### src/rtl/mem_pkg.sv
// mem_pkg: access-size encodings and FSM state type shared by the memory access unit.
package mem_pkg;
    localparam logic [1:0] SZ_WORD = 2'b00;
    localparam logic [1:0] SZ_HALF = 2'b01;
    localparam logic [1:0] SZ_BYTE = 2'b10;
    typedef enum logic [1:0] {IDLE, WAIT, DONE} state_t;
endpackage

### src/rtl/mem_lane_align.sv
// mem_lane_align: byte enables, store-lane replication and load extraction/extension.
module mem_lane_align import mem_pkg::*; (
    input  logic [1:0]  size,
    input  logic [1:0]  offset,
    input  logic [31:0] wdata_in,
    input  logic [1:0]  ld_size,
    input  logic [1:0]  ld_offset,
    input  logic        ld_signed,
    input  logic [31:0] rdata,
    output logic [3:0]  be,
    output logic [31:0] wdata_rep,
    output logic [31:0] rdata_ext
);
    logic [7:0]  lane_b;
    logic [15:0] lane_h;
    always_comb begin
        be = size == SZ_HALF ? 4'b0011 << {offset[1], 1'b0} :
             size == SZ_BYTE ? 4'b0001 << offset : 4'b1111;
        wdata_rep = size == SZ_HALF ? {2{wdata_in[15:0]}} :
                    size == SZ_BYTE ? {4{wdata_in[7:0]}} : wdata_in;
        lane_b = rdata[{ld_offset, 3'b000} +: 8];
        lane_h = ld_offset[1] ? rdata[31:16] : rdata[15:0];
        rdata_ext = ld_size == SZ_HALF ? {{16{ld_signed & lane_h[15]}}, lane_h} :
                    ld_size == SZ_BYTE ? {{24{ld_signed & lane_b[7]}}, lane_b} : rdata;
    end
endmodule

### src/rtl/mem_access_unit.sv
// mem_access_unit: stalls the pipeline while a single load/store runs on a req/ack memory port.
module mem_access_unit import mem_pkg::*; #(
    parameter int ACK_TIMEOUT = 16
) (
    input  logic        clk,
    input  logic        reset,
    input  logic        MemReadIn,
    input  logic        MemWriteIn,
    input  logic [1:0]  MemSizeIn,
    input  logic        MemSignedIn,
    input  logic [31:0] AddressIn,
    input  logic [31:0] WriteDataIn,
    output logic        mem_req,
    output logic        mem_we,
    output logic [31:0] mem_addr,
    output logic [3:0]  mem_be,
    output logic [31:0] mem_wdata,
    input  logic        mem_ack,
    input  logic [31:0] mem_rdata,
    output logic [31:0] ReadDataOut,
    output logic        Stall,
    output logic        AlignErr,
    output logic        TimeoutErr
);
    state_t      state;
    logic        access, aligned, we_q, sgn_q;
    logic [1:0]  size_q, off_q;
    logic [7:0]  cnt;
    logic [3:0]  be_n;
    logic [31:0] wdata_n, rdata_ext;

    mem_lane_align u_lane (
        .size(MemSizeIn), .offset(AddressIn[1:0]), .wdata_in(WriteDataIn),
        .ld_size(size_q), .ld_offset(off_q), .ld_signed(sgn_q), .rdata(mem_rdata),
        .be(be_n), .wdata_rep(wdata_n), .rdata_ext(rdata_ext)
    );

    always_comb begin
        access  = MemReadIn | MemWriteIn;
        aligned = MemSizeIn == SZ_BYTE ? 1'b1 :
                  MemSizeIn == SZ_HALF ? !AddressIn[0] : AddressIn[1:0] == 2'b00;
        Stall   = !reset && ((state == IDLE && access && aligned) || state == WAIT);
        mem_req = state == WAIT;
        mem_we  = mem_req & we_q;
    end

    always_ff @(posedge clk) begin
        if (reset) begin
            state       <= IDLE;
            ReadDataOut <= '0;
            mem_addr    <= '0;
            mem_be      <= '0;
            mem_wdata   <= '0;
            cnt         <= '0;
            AlignErr    <= 1'b0;
            TimeoutErr  <= 1'b0;
            we_q        <= 1'b0;
            sgn_q       <= 1'b0;
            size_q      <= '0;
            off_q       <= '0;
        end else begin
            AlignErr   <= 1'b0;
            TimeoutErr <= 1'b0;
            case (state)
                IDLE: begin
                    if (access && aligned) begin
                        state     <= WAIT;
                        cnt       <= '0;
                        mem_addr  <= {AddressIn[31:2], 2'b00};
                        mem_be    <= be_n;
                        mem_wdata <= wdata_n;
                        we_q      <= MemWriteIn;
                        sgn_q     <= MemSignedIn;
                        size_q    <= MemSizeIn;
                        off_q     <= AddressIn[1:0];
                    end else if (access) begin
                        AlignErr    <= 1'b1;
                        ReadDataOut <= '0;
                    end
                end
                WAIT: begin
                    if (mem_ack) begin
                        state <= DONE;
                        if (!we_q) ReadDataOut <= rdata_ext;
                    end else begin
                        cnt <= cnt + 8'd1;
                        if (cnt == 8'(ACK_TIMEOUT - 1)) begin
                            state       <= DONE;
                            TimeoutErr  <= 1'b1;
                            ReadDataOut <= '0;
                        end
                    end
                end
                default: state <= IDLE;
            endcase
        end
    end
endmodule

### config.mk
export PLATFORM = sky130hd
export DESIGN_NAME = mem_access_unit
export DESIGN_NICKNAME = d
export VERILOG_FILES = /design/src/rtl/mem_pkg.sv /design/src/rtl/mem_lane_align.sv /design/src/rtl/mem_access_unit.sv
export SDC_FILE = /design/constraint.sdc
export NUM_CORES = 1
export LEC_CHECK = 0
export ABC_AREA = 0
export CAP_MARGIN = 15
export CORE_ASPECT_RATIO = 0.75
export CORE_MARGIN = 10
export CORE_UTILIZATION = 40
export CTS_CLUSTER_DIAMETER = 120
export DETAILED_ROUTE_END_ITERATION = 6
export PLACE_DENSITY = 0.74
export SLEW_MARGIN = 5
export SYNTH_ARGS = -nofsm -noshare
export SYNTH_HDL_FRONTEND = slang
export SYNTH_SLANG_ARGS = --single-unit
### constraint.sdc
create_clock -name clk -period 2.6 [get_ports clk]
set_input_delay 0.52 -clock clk [delete_from_list [all_inputs] [get_ports clk]]
set_output_delay 0.52 -clock clk [all_outputs]
set_load 0.03 [all_outputs]
==> metrics.cfg, run 1 <==
[floorplan]
die_w_um=155
ios=209
design.core.area_sq_mm=0.0132
die_area_sq_mm=0.0187
start_util_pct=41.3
die_h_um=121
rows=36

[setup_path]
arrival_ps=1990
max_stage_delay_ps=460
crit_chain=clkdlybuf4s50_1 > nor2_1 > buf_4 > a211oi_4 > or2_2 > buf_12
critPathLaunchType=input pin
worst-path-max-fanout=5
crit_path_end_kind=output pin
crit_family=buffers and inverters
cpMaxStageDelayCell=clkdlybuf4s50_1
worstSetupPathType=input pin to output pin
crit_buf_inv=3
worst-endpoint-required_ps=2080

[timing]
skew_ps=14.2
rsz0062_at_grt=no
worstMarginPinSlew_ps=597
slew_violations=0
relSlewSlack_pct=60.0
timing.fmax_mhz=398
setup_tns_ps=0
period_minus_slack_ps=2510
period_share_pct=96.6
finalHoldViolations=0
whs_ps=462
setup_viol=0
fin_ws_ps=88.9

[synth]
syn_avg_cell_area_sq_um=9.39
netlist_top_cells_area=dfxtp_1 43%, mux2i_1 10%, a22o_1 7.4%
synth-seq-area-share_pct=42.7
synth-edff-count=0
netlist.area_leader.share_pct=42.7
syn_area_sq_mm=0.00543
synth_flop_cell=dfxtp_1
ys_seq_elements=116
yosysTopAreaCell=dfxtp_1
yosysWarnings=0
synthCells=579
synthArstFlopShare_pct=0
ys_types=57

[clock_network]
root_buffer=clkbuf_16
cts_tree=yes
hold_buffers=0
postCtsSetupRepairBufs=0
cts_sinks=116
numCtsBuffers=17
clk_latency_ps=410
clockBufferDepth=2
cts_max_level=4
clk_pin_slew_ps=60

[global_route]
grt_max_degree=46
antenna_found_initial=0
grt_pass1_vias=5605
grt_pass1_wl_um=30400
globalRoute.busiestLayer=met2
track_usage_pct=20.1
met1_usage_pct=24.6
grt_use_met2_pct=31.0
grt.overflow.total=0
use_met3_pct=8.61

[power_and_ir_drop]
p_int_mw=4.10
p_sw_mw=1.62
peakVddDrop_mv=0.462
p_per_area_mw_per_mm2=680
clkPwrFrac_pct=44.0
leakage_nw=3.17
total_power_mw=5.72
p_seq_share_pct=34.4
p_sw_share_pct=28.3
comb_power_share_pct=21.6

[placed_design]
port_buffers=206
place_area_sq_mm=0.00774
pre_cts_slack_ps=-151
hpwlAfterDp_um=14600
dp_cells=933
gp_congestion=0.868

[job]
maxCapViolations=0

[layout]
syn_to_final_growth_pct=54.7
final_cells=966
diodes=0
drive_above_1_share_pct=10.6
nNetsFinal=887
final_area_sq_mm=0.00841
fin_util_pct=63.9

[routing]
drt_iter0_drc=466
wire_per_inst_um=20.3
wl_um=19600
antenna_left=0
via_per_inst=5.58
vias=5393
drc=0
drt_pre_antenna_iters=5

[worst_hold_path]
hold_path_class=flop to flop

[run_status]
status=complete, no violations

kinds of logic (layout without fill, tap and decap cells):
logic type                 after synthesis  in the layout  synth area share, %
AOI/OAI and AO/OA                      166            166                 23.1
xor gates and xnor gates                 8              8                 1.29
adders and majority gates                1              1                0.230
buffers and inverters                   59            274                 4.97
DFF                                    116            116                 42.7
muxes                                   66             66                 12.6
other                                    1              2               0.0690
and+or+nand+nor                        162            162                 15.1
power by group through the flow:
stage               clock network, mW  logic (mW)  registers [mW]
floorplan                           0       0.494            2.17
global placement                    0        1.19            2.00
detailed placement                  0        1.22            2.00
CTS                              2.55        1.22            1.97
global route                     2.63        1.30            1.98
finish                           2.51        1.23            1.97
flip-flops by register name, indices dropped and copies added, names as in the netlist:
register     flops
ReadDataOut     32
mem_wdata       32
mem_addr        30
cnt              8
mem_be           4
off_q            2
size_q           2
state            2
AlignErr         1
TimeoutErr       1
sgn_q            1
we_q             1
metal layers:
metal | vias to the layer above | part of all wire [%]
met2 | 241 | 45
met3 | 30 | 9.7
met4 | 0 | 1.8
met1 | 2563 | 43
met5 | - | 0
li1 | 2559 | -
cells in the final DEF, fill, tap and decap left out, types with 18 or more instances in the layout:
cell and count:
a21oi_1 38, a22o_1 46, buf_4 26, clkdlybuf4s50_1 203
dfxtp_1 115, mux2i_1 57, nand2_1 72, nand2b_1 21
nand4_1 21, o21ai_0 18
layout make-up:
| cell class | instances | area (sq um) |
|---|---|---|
| Fill cell | 1066 | 4750 |
| Multi-Input combinational cell | 405 | 2850 |
| Timing Repair Buffer | 236 | 2350 |
| Sequential cell | 116 | 2320 |
| Clock buffer | 18 | 439 |
| Tap cell | 171 | 214 |
| Clock inverter | 14 | 201 |
| Inverter | 6 | 22.5 |
path summary, 6_finish.rpt:
| check | slack (ps) | end | startpoint | cells after the start |
|---|---|---|---|---|
| worst max-delay path | 90 | Stall | MemWriteIn | 6 |
| worst min-delay path | 460 | ReadDataOut[30] | ReadDataOut[30] | 2 |
| worst max register to register | 610 | ReadDataOut[6] | size_q[0] | 5 |
| worst min register to register | 460 | ReadDataOut[30] | ReadDataOut[30] | 2 |
Yosys cell counts (all sizes together) (2+ instances only):
master / number
dfxtp: 116
nand2: 72
mux2i: 57
a22o: 46
a21oi: 39
clkbuf: 34
nand2b: 22
nand4: 21
o21ai: 21
buf: 19
o2111ai: 17
a211oi: 10
nor2: 10
nand3: 9
mux2: 8
o32a: 8
o221ai: 7
nor2b: 5
and2: 4
inv: 4
nor3: 4
xnor2: 4
xor2: 4
a21boi: 3
nor3b: 3
nor4: 3
a2111oi: 2
a21o: 2
a31o: 2
and3: 2
clkinv: 2
o211ai: 2
or3b: 2
worst reg2reg max path, stage by stage (launching register included):
cell	delay, ps
dfxtp_1	620
xnor2_1	140
buf_4	220
o21bai_1	450
o221ai_1	290
mux2i_1	190
repair_timing:
action | CTS | global route
hold endpoints to repair | 0 | 0
endpoints found under the setup margin | 0 | 2
resized for setup | 0 | 3
(Power assumes the default switching activity.)
==> inputs of run 2 (changes only) <==
CTS_CLUSTER_DIAMETER = not set   (was 120)
==> results of run 2 <==
Final layout, timing and power as in run 1 (identical DEF).
==> inputs of run 3 (changes only) <==
PLACE_DENSITY = 0.77   (was 0.74)
SKIP_CTS_REPAIR_TIMING = 1   (was not set)
TNS_END_PERCENT = 100   (was not set)
clock period = 2.1 ns   (was 2.6 ns; I/O delays follow)
==> run 3 against run 2 <==
The run now ends with setup timing left. Final area up 1.6%. Clock skew rose by 0.99 ps. Die area did not move. Setup slack worse by 170 ps. First-iteration DRC count up 2.4%. Power up 22%. Final cell count increased by 2.1%.
==> metrics.cfg, run 3 (same netlist as run 1, synthesis figures left out) <==
[timing]
skew_ps=15.2  ; +0.985 ps
period_minus_slack_ps=2180
rsz0062_at_grt=yes
finalHoldViolations=0  ; unchanged
whs_ps=426  ; -36.3 ps
slew_violations=0  ; unchanged
fin_ws_ps=-81.5  ; -170 ps
period_share_pct=104
worstMarginPinSlew_ps=589  ; -7.80 ps
timing.fmax_mhz=458
setup_viol=1  ; +1
setup_tns_ps=-81.5  ; -81.5 ps
relSlewSlack_pct=60.5  ; +0.52 points

[placed_design]
hpwlAfterDp_um=14800  ; +1.4%
pre_cts_slack_ps=-324  ; -173 ps
dp_cells=953  ; +2.1%
port_buffers=206  ; unchanged
gp_congestion=0.904  ; +4.1%

[routing]
via_per_inst=5.58  ; about the same
wl_um=19900  ; +1.5%
drt_iter0_drc=477  ; +2.4%
antenna_left=0  ; unchanged
drt_pre_antenna_iters=5  ; unchanged
vias=5503  ; +2.0%
drc=0  ; unchanged
wire_per_inst_um=20.2  ; -0.52%

[global_route]
grt.overflow.total=0  ; unchanged
antenna_found_initial=2  ; +2
track_usage_pct=20.4  ; +0.37 points
grt_max_degree=46  ; unchanged
grt_pass1_vias=5701  ; +1.7%
grt_pass1_wl_um=31000  ; +2.0%

[power_and_ir_drop]
peakVddDrop_mv=0.598  ; +29%
leakage_nw=3.28  ; +3.5%
p_per_area_mw_per_mm2=816  ; +20%

[floorplan]
die_area_sq_mm=0.0187  ; unchanged
design.core.area_sq_mm=0.0132  ; unchanged
die_w_um=155  ; unchanged
rows=36  ; unchanged
start_util_pct=41.3  ; unchanged
die_h_um=121  ; unchanged
ios=209  ; unchanged

[layout]
syn_to_final_growth_pct=57.2
final_cell_mix=200 x clkdlybuf4s50_1, 116 x dfxtp_1, 72 x nand2_1
largestRegisters=ReadDataOut x32, mem_wdata x32, mem_addr x30
drive_above_1_share_pct=12.7  ; +2.1 points
final_common_cell=clkdlybuf4s50_1
final_cells=986  ; +2.1%
nFillCells=1000  ; -6.2%
fin_util_pct=65.0  ; +1.0 points
nNetsFinal=906  ; +2.1%

[clock_network]
clk_pin_slew_ps=50  ; about the same
clockBufferDepth=2  ; unchanged
cts_max_level=4  ; unchanged
cts_tree=yes
root_buffer=clkbuf_16
cts_sinks=116  ; unchanged
clk_latency_ps=420  ; about the same
numCtsBuffers=17  ; unchanged

[worst_hold_path]
hold_path_class=input pin to flop
hold_depth=2  ; unchanged
min_from=MemSizeIn[1]
whs_endpoint=size_q[1]

[setup_path]
crit_path_end_kind=output pin
max_stage_delay_ps=420  ; -40 ps
crit_buf_inv=2  ; -1
critPathLaunchType=input pin
arrival_ps=1760  ; -230 ps
worst-path-max-fanout=2  ; -3
reg2reg_slack_ps=240  ; -370 ps
r2r_end=ReadDataOut[18]
r2r_cells=6  ; +1
cpMaxStageDelayCell=clkdlybuf4s50_1
worst-endpoint-required_ps=1680  ; -400 ps
timing.rr.start=cnt[0]
worstSetupPathType=input pin to output pin
crit_chain=clkdlybuf4s50_1 > or3_4 > a211oi_4 > or2_4 > buf_12
cp_num_cells=5  ; -1
crit_family=simple AND/OR/NAND/NOR gates

[job]
maxCapViolations=0  ; unchanged

[run_status]
status=finished with violations
violations=setup timing

[run 3: where the power goes]
part / leakage [nW] / switching, mW / total (mW) / internal (mW)
combinational: 2.05 / 0.827 / 1.56 / 0.737
sequential: 0.946 / 0.0970 / 2.43 / 2.34
clock: 0.283 / 1.05 / 2.97 / 1.92
total: 3.28 / 1.98 / 6.97 / 4.99
[run 3: worst max-delay path by stage]
stage                  from           end  slack [ps]
6_report              reset         Stall         -80
5_1_grt               reset         Stall        -100
4_1_cts        MemSizeIn[0]         Stall        -280
3_5_place_dp   MemSizeIn[0]  mem_addr[11]        -320
2_1_floorplan  MemSizeIn[1]         Stall         100
3_3_place_gp   MemSizeIn[0]  mem_addr[29]        -240
[run 3: area by class of cell]
class                      instances  area [sq um]  area share (%)
multi-input combinational        405          2860            33.5
timing repair buffer             255          2510            29.4
sequential                       116          2320            27.2
clock buffer                      19           453            5.30
tap                              171           214            2.50
clock inverter                    12           155            1.82
inverter                           6          22.5           0.264
antenna                            2          5.00          0.0586
[run 3: layer usage]
layer	up-vias	wire length, um	global-route usage [%]
met4	0	367	7.24
li1	2603	-	-
met2	258	9110	31.9
met3	29	2140	8.93
met1	2613	8280	24.6
met5	-	0	0
[run 3: stage by stage]
step                      total power [mW]  cell area (sq um)
after global placement                4.00               7910
after global routing                  7.20               8540
final                                 6.97               8540
after CTS                             7.00               8520
after floorplan                       3.30               5440
after detailed placement              4.03               7910
